## src/rtl/fifo_pkg.sv

```systemverilog
// Shared definitions for the 8-entry FIFO: state encodings and default geometry.
package fifo_pkg;

    localparam int unsigned DEF_WIDTH  = 32;
    localparam int unsigned DEF_ADDR_W = 3;

    localparam logic [2:0] ST_INIT     = 3'd0;
    localparam logic [2:0] ST_NO_OP    = 3'd1;
    localparam logic [2:0] ST_WRITE    = 3'd2;
    localparam logic [2:0] ST_WR_ERROR = 3'd3;
    localparam logic [2:0] ST_READ     = 3'd4;
    localparam logic [2:0] ST_RD_ERROR = 3'd5;

    typedef enum logic [2:0] {
        INIT     = ST_INIT,
        NO_OP    = ST_NO_OP,
        WRITE    = ST_WRITE,
        WR_ERROR = ST_WR_ERROR,
        READ     = ST_READ,
        RD_ERROR = ST_RD_ERROR
    } state_e;

endpackage

```

## src/rtl/fifo_ns.sv

```systemverilog
// Combinational next-state, next-pointer and next-count decode for fifo32.
module fifo_ns
    import fifo_pkg::*;
#(
    parameter int unsigned ADDR_W = DEF_ADDR_W
) (
    input  logic              reset,
    input  logic              wr_en,
    input  logic              rd_en,
    input  logic [ADDR_W-1:0] head,
    input  logic [ADDR_W-1:0] tail,
    input  logic [ADDR_W:0]   count,
    output state_e            next_state_c,
    output logic [ADDR_W-1:0] head_nxt_c,
    output logic [ADDR_W-1:0] tail_nxt_c,
    output logic [ADDR_W:0]   count_nxt_c,
    output logic              mem_we_c,
    output logic              mem_re_c
);

    localparam int unsigned DEPTH = 2 ** ADDR_W;

    logic full_c;
    logic empty_c;

    assign full_c  = (count == (ADDR_W + 1)'(DEPTH));
    assign empty_c = (count == '0);

    // Priority: reset > simultaneous request > write > read > idle.
    always_comb begin
        next_state_c = NO_OP;
        head_nxt_c   = head;
        tail_nxt_c   = tail;
        count_nxt_c  = count;
        mem_we_c     = 1'b0;
        mem_re_c     = 1'b0;

        if (reset) begin
            next_state_c = INIT;
            head_nxt_c   = '0;
            tail_nxt_c   = '0;
            count_nxt_c  = '0;
        end else if (wr_en && rd_en) begin
            next_state_c = NO_OP;
        end else if (wr_en) begin
            if (full_c) begin
                next_state_c = WR_ERROR;
            end else begin
                next_state_c = WRITE;
                mem_we_c     = 1'b1;
                tail_nxt_c   = tail + ADDR_W'(1);
                count_nxt_c  = count + (ADDR_W + 1)'(1);
            end
        end else if (rd_en) begin
            if (empty_c) begin
                next_state_c = RD_ERROR;
            end else begin
                next_state_c = READ;
                mem_re_c     = 1'b1;
                head_nxt_c   = head + ADDR_W'(1);
                count_nxt_c  = count - (ADDR_W + 1)'(1);
            end
        end
    end

endmodule

```

## src/rtl/fifo32.sv

```systemverilog
// 8-deep synchronous FIFO with registered read data and per-request ack/error flags.
module fifo32
    import fifo_pkg::*;
#(
    parameter int unsigned WIDTH  = DEF_WIDTH,
    parameter int unsigned ADDR_W = DEF_ADDR_W
) (
    input  logic              clk,
    input  logic              reset,
    input  logic              wr_en,
    input  logic [WIDTH-1:0]  d_in,
    input  logic              rd_en,
    output logic [WIDTH-1:0]  d_out,
    output logic              full,
    output logic              empty,
    output logic              wr_ack,
    output logic              wr_err,
    output logic              rd_ack,
    output logic              rd_err,
    output logic [ADDR_W:0]   data_count
);

    localparam int unsigned DEPTH = 2 ** ADDR_W;

    state_e            state;
    state_e            next_state_c;
    logic [ADDR_W-1:0] head;
    logic [ADDR_W-1:0] tail;
    logic [ADDR_W-1:0] head_nxt_c;
    logic [ADDR_W-1:0] tail_nxt_c;
    logic [ADDR_W:0]   count_nxt_c;
    logic              mem_we_c;
    logic              mem_re_c;
    logic [WIDTH-1:0]  mem [DEPTH];

    fifo_ns #(
        .ADDR_W (ADDR_W)
    ) u_ns (
        .reset        (reset),
        .wr_en        (wr_en),
        .rd_en        (rd_en),
        .head         (head),
        .tail         (tail),
        .count        (data_count),
        .next_state_c (next_state_c),
        .head_nxt_c   (head_nxt_c),
        .tail_nxt_c   (tail_nxt_c),
        .count_nxt_c  (count_nxt_c),
        .mem_we_c     (mem_we_c),
        .mem_re_c     (mem_re_c)
    );

    // State, pointer, count and read-data registers.
    always_ff @(posedge clk) begin
        if (reset) begin
            state      <= INIT;
            head       <= '0;
            tail       <= '0;
            data_count <= '0;
            d_out      <= '0;
        end else begin
            state      <= next_state_c;
            head       <= head_nxt_c;
            tail       <= tail_nxt_c;
            data_count <= count_nxt_c;
            if (mem_re_c) begin
                d_out <= mem[head];
            end
        end
    end

    // Storage has no reset; a word is only read after it has been written.
    always_ff @(posedge clk) begin
        if (mem_we_c) begin
            mem[tail] <= d_in;
        end
    end

    // Flags are pure decodes of the state register, so each lasts one cycle per request.
    assign wr_ack = (state == WRITE);
    assign wr_err = (state == WR_ERROR);
    assign rd_ack = (state == READ);
    assign rd_err = (state == RD_ERROR);

    assign full  = (data_count == (ADDR_W + 1)'(DEPTH));
    assign empty = (data_count == '0);

endmodule

```

## config.mk

```make
export PLATFORM = sky130hd
export DESIGN_NAME = fifo32
export DESIGN_NICKNAME = d
export VERILOG_FILES = /design/src/rtl/fifo_pkg.sv /design/src/rtl/fifo_ns.sv /design/src/rtl/fifo32.sv
export SDC_FILE = /design/constraint.sdc
export NUM_CORES = 1
export LEC_CHECK = 0
export BUFFER_PORTS_ARGS = -buffer_cell sky130_fd_sc_hd__buf_2
export CORE_MARGIN = 3
export CORE_UTILIZATION = 60
export DETAILED_ROUTE_END_ITERATION = 10
export GPL_ROUTABILITY_DRIVEN = 0
export PLACE_DENSITY_LB_ADDON = 0.05
export SYNTH_ARGS = -nofsm -noshare
export SYNTH_HDL_FRONTEND = slang
export SYNTH_SLANG_ARGS = --single-unit
```

## constraint.sdc

```tcl
create_clock -name clk -period 5.48 [get_ports clk]
set_input_delay 0.822 -clock clk [delete_from_list [all_inputs] [get_ports clk]]
set_output_delay 0.822 -clock clk [all_outputs]
set_load 0.1 [all_outputs]
```

---- Yosys cells after proc, flatten, opt, wreduce, memory -nomap -nowiden ----
Memory sizes are Yosys's and may differ from the RTL's. A register that Yosys moved wholly into a read port is not among the register bits.
Index checks and enable logic that the tools add are counted.
storage, ports and cells
  flip-flop bits (word level) ............. 13
  bits in writable memories ............... 256
  bits of input ports ..................... 36
  output and inout bits ................... 42
  logic and storage cells ................. 48
  memories kept ........................... 1
memory list
  memory  depth  bits a word  read ports  clocked after Yosys merged registers in  write ports  line          RTL
  mem     8      32           1           1                                        1            fifo32.sv:34  logic [WIDTH-1:0] mem [DEPTH];
operators by class
  add/sub/neg operators ................... 4
  eq/ne operators ......................... 7
  multiplexer cells ....................... 20
  bitwise logic cells ..................... 4
  reduce and logical (&&, ||, !) cells .... 7
operators by type and width
  cell                                                 number
  two-way mux 4 bit                                    4
  two-way mux 1 bit                                    14
  AND reduction 4 bit                                  2
  adder 3 x 1 -> 3 bit, second input constant          2
  equality test 3 x 2 -> 1 bit, second input constant  2
  equality test 3 bit, second input constant           2
  two-way mux 3 bit                                    2
  adder 4 x 1 -> 4 bit, second input constant          1
  equality test 4 bit, second input constant           1
  zero test 4 bit                                      1
  != test 2 bit, second input constant                 2
  inverter 1 bit                                       4
  subtractor 4 x 1 -> 4 bit, second input constant     1
  AND reduction 3 bit                                  1
  nonzero test 2 bit                                   1
  OR reduction 2 bit                                   1
  logical AND 1 bit                                    1

---- Longest topological paths before layout ----
Gate-level depths: netlist of the first run.
  depth after elaboration ................. 7
  depth in mapped cells ................... 6
  mapped depth without buffers ............ 6

---- By module ----
Synthesis of the first run repeated with hierarchy kept, for this count alone.
unflattened totals
  cells, all modules ...................... 702
  area, all modules ....................... 11868.9 µm²
modules (own cells, without submodules)
  module   times used  cells an instance  area each (µm²)  seq. area each (µm²)
  fifo32   1           632                11405.9          8588.2
  fifo_ns  1           70                 462.9            0.0

---- Least setup slack after synthesis of the first run ----
No wires, ideal clock.
  kind .................................... flip-flop to flip-flop
  start ................................... register data_count[0]
  end ..................................... memory mem[0][0] (netlist name) (enable)
  setup time .............................. 0.461 ns
  data arrival time ....................... 4.548 ns
  required time ........................... 5.019 ns
  setup slack ............................. 0.471 ns
  cell stages (with the launch flop) ...... 4
  path buffers ............................ 0
  clock period less this slack ............ 5.009 ns
  cell sequence ........................... dfxtp_1 -> nor4b_2 -> or4_1 -> nor3_1
on the way
  word-level cells in the longest chain between the ends .. 7
RTL lines
  what                                     line           RTL
  from (decl)                              fifo32.sv:20   output logic [ADDR_W:0] data_count
  from (signal assigned)                   fifo32.sv:65   data_count <= count_nxt_c;
  equality test 4 bit                      n/a
  net full                                 fifo32.sv:14   output logic full,
  two-way mux 1 bit                        fifo_ns.sv:46  if (full_c) begin
  two-way mux 1 bit                        fifo_ns.sv:45  end else if (wr_en) begin
  two-way mux 1 bit                        fifo_ns.sv:43  end else if (wr_en && rd_en) begin
  two-way mux 1 bit                        fifo_ns.sv:38  if (reset) begin
  two-way mux 1 bit                        fifo32.sv:74   if (mem_we_c) begin
  two-way mux 1 bit (not written as such)  fifo32.sv:75   mem[tail] <= d_in;
  to (decl)                                fifo32.sv:34
The timed path passes the listed nets, and every way through them passes these cells.

---- Worst setup path in the final report of the first run ----
  start ................................... register data_count[1]
  end ..................................... output port empty
on the way
  word-level cells in the longest chain between the ends .. 1
RTL lines
  what             line          RTL
  zero test 4 bit  fifo32.sv:86  assign empty = (data_count == '0);
  to (decl)        fifo32.sv:15  output logic empty,
No other way between the ends.

==> results of run 1 <==
-- cell type report --
class	count	area, um2	area share
Tap cell	229	287	0.0224
Multi-Input combinational cell	225	2520	0.197
Clock buffer	46	830	0.0650
Sequential cell	301	8590	0.673
Inverter	3	11.3	0.000882
Timing Repair Buffer	84	438	0.0343
Clock inverter	7	91.3	0.00715
-- Yosys cell counts, types with 3 or more instances --
cell type,n
buf_6,7
o22ai_1,32
buf_2,10
nor3_2,15
nor3_1,20
mux2i_1,3
clkbuf_1,10
mux4_2,64
dfxtp_1,45
xnor2_1,7
edfxtp_1,256
ha_1,4
nor2_1,51
nand2b_1,4
nor3b_1,3
-- metrics by stage --
step / hold slack (ns) / instances
after floorplan: 0.526 / 557
after global placement: 0.475 / 842
after detailed placement: 0.478 / 842
after CTS: 0.491 / 895
after global routing: 0.519 / 895
final: 0.486 / 895
-- per-layer routing --
layer,track usage,up-vias,wire (um)
li1,-,2441,-
met1,0.284,2767,8390
met2,0.333,146,9960
met3,0.0362,30,1120
met4,0.0470,4,341
met5,0,-,23
-- report_power, final --
group	switching (mW)	internal [mW]
clock	0.777	1.13
combinational	0.577	0.226
sequential	0.0771	2.55
total	1.43	3.90
-- flip-flops by register name (all words and copies together), names as in the netlist --
signal and count:
head 3, state 3, d_out 32, data_count 4, tail 3, mem 256
-- worst min-delay path by stage --
stage               cells past startpoint                   start                     end  slack (ns)
global placement                        2   d_out[1]$_SDFFE_PP0P_   d_out[1]$_SDFFE_PP0P_        0.48
CTS                                     2  d_out[25]$_SDFFE_PP0P_  d_out[25]$_SDFFE_PP0P_        0.49
finish                                  2  d_out[25]$_SDFFE_PP0P_  d_out[25]$_SDFFE_PP0P_        0.49
global route                            2  d_out[14]$_SDFFE_PP0P_  d_out[14]$_SDFFE_PP0P_        0.52
detailed placement                      2  d_out[25]$_SDFFE_PP0P_  d_out[25]$_SDFFE_PP0P_        0.48
floorplan                               2    tail[0]$_SDFFE_PP0P_    tail[0]$_SDFFE_PP0P_        0.53
-- critical path, cell delays in order, from the launching register on --
cell     delay, ns
dfxtp_1       0.40
or4_4         0.62
inv_2         0.11
buf_2         0.43
-- kinds of logic (layout without fill, tap and decap cells) --
group | Yosys count | in the layout
xor gates and xnor gates | 7 | 7
DFF | 301 | 301
buffers and inverters | 31 | 140
and+or+nand+nor | 108 | 108
AOI/OAI and AO/OA | 37 | 37
muxes | 68 | 68
adders and majority gates | 5 | 5
==> out/qor.csv, run 1 <==
stage,metric,value,unit
placed_design,port_buffers,77,
cells_and_area,fin_nets,685,
worst_hold_path,hp-class,reg2reg,
synthesis,synth-edff-count,256,
sta,worst_slew_pin_slew,1.15,ns
detailed_routing,vias_per_cell,6.02,
critical_path,rr_endpoint,mem[3][12]$_DFFE_PP_,
outcome,status,"complete, no violations",
die,fp.dieH,143,um
clock_tree,cts-root-buf,clkbuf_16,
critical_path,cp_data_required_time,4.66,ns
synthesis,synth_top_area_frac,0.684,
clock_tree,cts_hold_buf,0,
synthesis,synth-seq-cells,301,
sta,finalCritPeriodShare,0.528,
synthesis,avgSynthCellArea,20.2,um2
sta,setup_ws,2.59,ns
cells_and_area,mostFrequentLayoutCell,edfxtp_1,
synthesis,synth_ff_type,edfxtp_1,
detailed_routing,wl_per_cell,22.2,um
global_routing,antenna_found_initial,2,
sta,finalHoldViolations,0,
synthesis,synth_fp_nets,598,
critical_path,crit_end,empty,
synthesis,syn_inst,557,
die,num_rows,49,
cells_and_area,final_area,0.0128,mm2
synthesis,muxShareOfSynthArea,0.132,
sta,max_freq,0.345,GHz
power,ir_worst_vdd,0.000504,V
clock_tree,ctsResizeCount,0,
sta,fin_tns_setup,0,ns
sta,skew,0.0183,ns
synthesis,synth_xor_area_frac,0.00546,
cells_and_area,antenna_cells,0,
die,io_pins,78,
sta,rsz0062_at_grt,no,
detailed_routing,drt_iter0_drc,372,
sta,drv_slew,0,
cells_and_area,layout_common_cells,"edfxtp_1 (256), buf_2 (77), mux4_2 (64)",
die,dieArea,0.0204,mm2
power,power.density,418,mW/mm2
detailed_routing,vias,5388,
global_routing,grt_first_pass_wirelength,31300,um
sta,max_slew_margin,0.229,
sta,timing.final.crit_period,2.89,ns
power,total_power,5.34,mW
clock_tree,cts_buffer_depth,3,
sta,setup_viol,0,
critical_path,cp-end-kind,output pin,
synthesis,ys_top_cells_by_area,"edfxtp_1 (68%), mux4_2 (13%), dfxtp_1 (8.0%)",
synthesis,yosysTopAreaCell,edfxtp_1,
placed_design,placed_cell_area,0.0118,mm2
global_routing,grt_max_degree,49,
critical_path,path_max_fanout,7,
die,start_util,0.619,
detailed_routing,drc,0,
synthesis,synth-adder-area-share,0.00624,
power,power.leakage,4.20,nW
cells_and_area,fin_util,0.704,
flow_run,drv_cap,0,
cells_and_area,n_fill_cell,1146,
clock_tree,h-tree-depth,1,
clock_tree,cts.sinks,301,
die,die_x,143,um
clock_tree,cts_buffers,29,
detailed_routing,drtAntennaViolNets,0,
synthesis,synthesis.area,0.0112,mm2
clock_tree,clock_latency,0.54,ns
critical_path,worstSetupPathType,reg2out,
detailed_routing,wirelength,19800,um
synthesis,yosysUniqueCellTypes,35,
global_routing,grt_usage,0.200,
cells_and_area,area_growth,13.7,%
global_routing,grt_pass1_vias,5626,
placed_design,dp_hpwl,11100,um
clock_tree,path_clk_slew,0.06,ns
clock_tree,post-cts-setup-buffers,0,
die,core_area,0.0181,mm2
critical_path,start_kind,flop,
critical_path,cp_data_arrival_time,2.07,ns
detailed_routing,dr.pass1.iters,4,
critical_path,r2r_cells,4,
synthesis,synth-compound-area-share,0.0207,
synthesis,yosys_warnings,0,
clock_tree,cts_tree,done,
synthesis,synth-simple-area-share,0.0545,
critical_path,r2r-start,data_count[1]$_SDFFE_PP0P_,
synthesis,async_flop_share,0,
global_routing,grt_overflow,0,
synthesis,synth_seq_area_share,0.765,
synthesis,synth_top_family_by_area,multiplexers,
critical_path,reg2reg_slack,2.79,ns
cells_and_area,drive_gt1_frac,0.329,
placed_design,dpl_worst_slack,2.05,ns
critical_path,critical_path.startpoint,data_count[1]$_SDFFE_PP0P_,
(Power assumes the default switching activity.)
==> run 2, diff against run 1 <==
clock period = 2.8 ns   (was 5.48 ns; I/O delays follow)
==> run 2 against run 1 <==
- clock skew decreased by 0.0069 ns
- power increased by 100%
- critical path depth unchanged
- clock power increased by 110%
- clock-buffer cell count increased by 1
- final cell count increased by 1.6%
- wire length increased by 7.4%
- setup slack got worse by 2.2 ns
- flip-flop and latch count unchanged
==> out/qor.csv, run 2 (same netlist as run 1, synthesis figures left out) <==
stage,metric,value,unit,change
clock_tree,cts-root-buf,clkbuf_16,,
cells_and_area,largest-register,mem,,
cells_and_area,finalNonFillerCells,909,,+1.6%
power,p_comb_frac,0.158,,+0.007
power,ir_worst_vdd,0.000562,V,+11%
clock_tree,clock_latency,0.54,ns,about the same
sta,max_freq,0.408,GHz,
cells_and_area,area_growth,16.5,%,
global_routing,grt_first_pass_wirelength,33200,um,+6.4%
cells_and_area,n_fill_cell,1114,,-2.8%
power,power.leakage,4.32,nW,+2.9%
global_routing,grt_overflow,0,,unchanged
cells_and_area,drive_gt1_frac,0.359,,+0.0305
cells_and_area,top_regs,"mem x256, d_out x32, data_count x4",,
die,fp.dieH,143,um,unchanged
critical_path,worstSetupPathType,reg2out,,
critical_path,cp_cell_sequence,or4_4 > inv_2 > buf_2,,
detailed_routing,wl_per_cell,23.4,um,+5.8%
cells_and_area,fin_nets,696,,+1.6%
clock_tree,cts_tree,done,,
sta,drv_slew,0,,unchanged
global_routing,antenna_found_initial,0,,-2
critical_path,cp_slowest_cell,or4_4,,
placed_design,port_buffers,77,,unchanged
global_routing,grt_max_degree,67,,+37%
sta,worst_slew_pin_slew,1.05,ns,-0.100 ns
sta,finalHoldViolations,0,,unchanged
cells_and_area,layout_common_cells,"edfxtp_1 (256), buf_2 (77), mux4_2 (64)",,
critical_path,crit_family,simple AND/OR/NAND/NOR gates,,
detailed_routing,wirelength,21300,um,+7.4%
die,io_pins,78,,unchanged
critical_path,crit_buf_inv,2,,unchanged
cells_and_area,mostFrequentLayoutCell,edfxtp_1,,
clock_tree,h-tree-depth,1,,unchanged
die,core_area,0.0181,mm2,unchanged
die,die_x,143,um,unchanged
detailed_routing,drt_iter0_drc,424,,+14%
sta,finalCritPeriodShare,0.875,,
global_routing,grt_pass1_vias,5723,,+1.7%
die,dieArea,0.0204,mm2,unchanged
clock_tree,post-cts-setup-buffers,0,,unchanged
clock_tree,cts.sinks,301,,unchanged
clock_tree,ctsResizeCount,0,,unchanged
critical_path,cp_data_arrival_time,2.03,ns,-0.04 ns
power,power_frac_seq,0.475,,-0.017
critical_path,path_max_fanout,7,,unchanged
clock_tree,cts_buffers,30,,+3.4%
cells_and_area,seqCellArea,0.00861,mm2,+0.17%
placed_design,dpl.cell_count,852,,+1.2%
detailed_routing,vias,5530,,+2.6%
detailed_routing,dr.pass1.iters,5,,+1
power,p_sw_frac,0.270,,+0.00134
critical_path,slowest_delay,0.59,ns,-0.03 ns
critical_path,cp-end-kind,output pin,,
clock_tree,path_clk_slew,0.06,ns,about the same
placed_design,dp_hpwl,12300,um,+11%
cells_and_area,final_area,0.0131,mm2,+2.5%
power,power.density,818,mW/mm2,+96%
detailed_routing,drtAntennaViolNets,0,,unchanged
global_routing,grt_usage,0.216,,+0.0159
power,clock_power_share,0.367,,+0.010
flow_run,drv_cap,0,,unchanged
detailed_routing,vias_per_cell,6.08,,+1.1%
die,start_util,0.619,,unchanged
critical_path,cp_data_required_time,2.38,ns,-2.28 ns
power,p_switching,2.89,mW,+100%
die,num_rows,49,,unchanged
sta,setup_viol,0,,unchanged
clock_tree,cts_buffer_depth,3,,unchanged
worst_hold_path,hp-class,in2reg,,
sta,skew,0.0114,ns,-0.00692 ns
critical_path,start_kind,flop,,
clock_tree,cts_hold_buf,0,,unchanged
sta,rsz0062_at_grt,no,,
placed_design,placed_cell_area,0.0121,mm2,+1.9%
critical_path,reg2reg_slack,0.71,ns,-2.08 ns
cells_and_area,multi_input_area,0.00255,mm2,+1.1%
sta,timing.final.crit_period,2.45,ns,
outcome,status,"complete, no violations",,
detailed_routing,drc,0,,unchanged
power,internal_power,7.82,mW,+100%
sta,max_slew_margin,0.296,,+0.0669
cells_and_area,largest_reg_flops,256,,unchanged
[run 2: through the flow]
step | hold slack, ns | util | setup slack (ns) | total power [mW] | setup TNS, ns
2_1_floorplan | 0.519 | - | -0.151 | 6.54 | -0.301
3_3_place_gp | 0.474 | 0.666 | 0.581 | 6.86 | 0
3_5_place_dp | 0.483 | 0.666 | 0.504 | 6.89 | 0
4_1_cts | 0.106 | 0.721 | 0.323 | 10.8 | 0
5_1_grt | 0.131 | 0.721 | 0.291 | 11.1 | 0
6_report | 0.131 | 0.721 | 0.350 | 10.7 | 0
[run 2: worst reg2reg max path: cells and delay by family, from the launching register on]
kind / cells / cell delay, ns
and+or+nand+nor: 2 / 0.98
buffers and inverters: 1 / 0.06
DFF: 1 / 0.39
muxes: 2 / 0.55
[run 2: routing by layer]
layer,global-route usage,wire (um),up-vias
met1,0.310,9010,2854
met5,0,0,-
li1,-,-,2464
met3,0.0452,1310,31
met4,0.0530,406,0
met2,0.351,10600,181
[run 2: power groups by stage]
stage                     Sequential (mW)  Clock [mW]  Combinational (mW)
after floorplan                      5.78           0               0.768
after global placement               5.17           0                1.69
after detailed placement             5.18           0                1.71
after CTS                            5.09        4.00                1.71
after global routing                 5.10        4.18                1.79
final                                5.09        3.93                1.69
[run 2: worst paths after layout]
check / from / end / cells past startpoint
setup / recovery: data_count[1]$_SDFFE_PP0P_ / empty / 3
hold / removal: reset / tail[2]$_SDFFE_PP0P_ / 2
setup reg to reg: data_count[1]$_SDFFE_PP0P_ / data_count[3]$_SDFFE_PP0P_ / 5
hold reg to reg: d_out[6]$_SDFFE_PP0P_ / d_out[6]$_SDFFE_PP0P_ / 2
[run 2: area by class of cell]
class / count / area share
clock inverter: 9 / 0.00640
tap: 229 / 0.0219
sequential: 301 / 0.658
clock buffer: 47 / 0.0707
antenna: 1 / 0.000191
inverter: 3 / 0.000860
multi-input combinational: 225 / 0.195
timing repair buffer: 94 / 0.0478
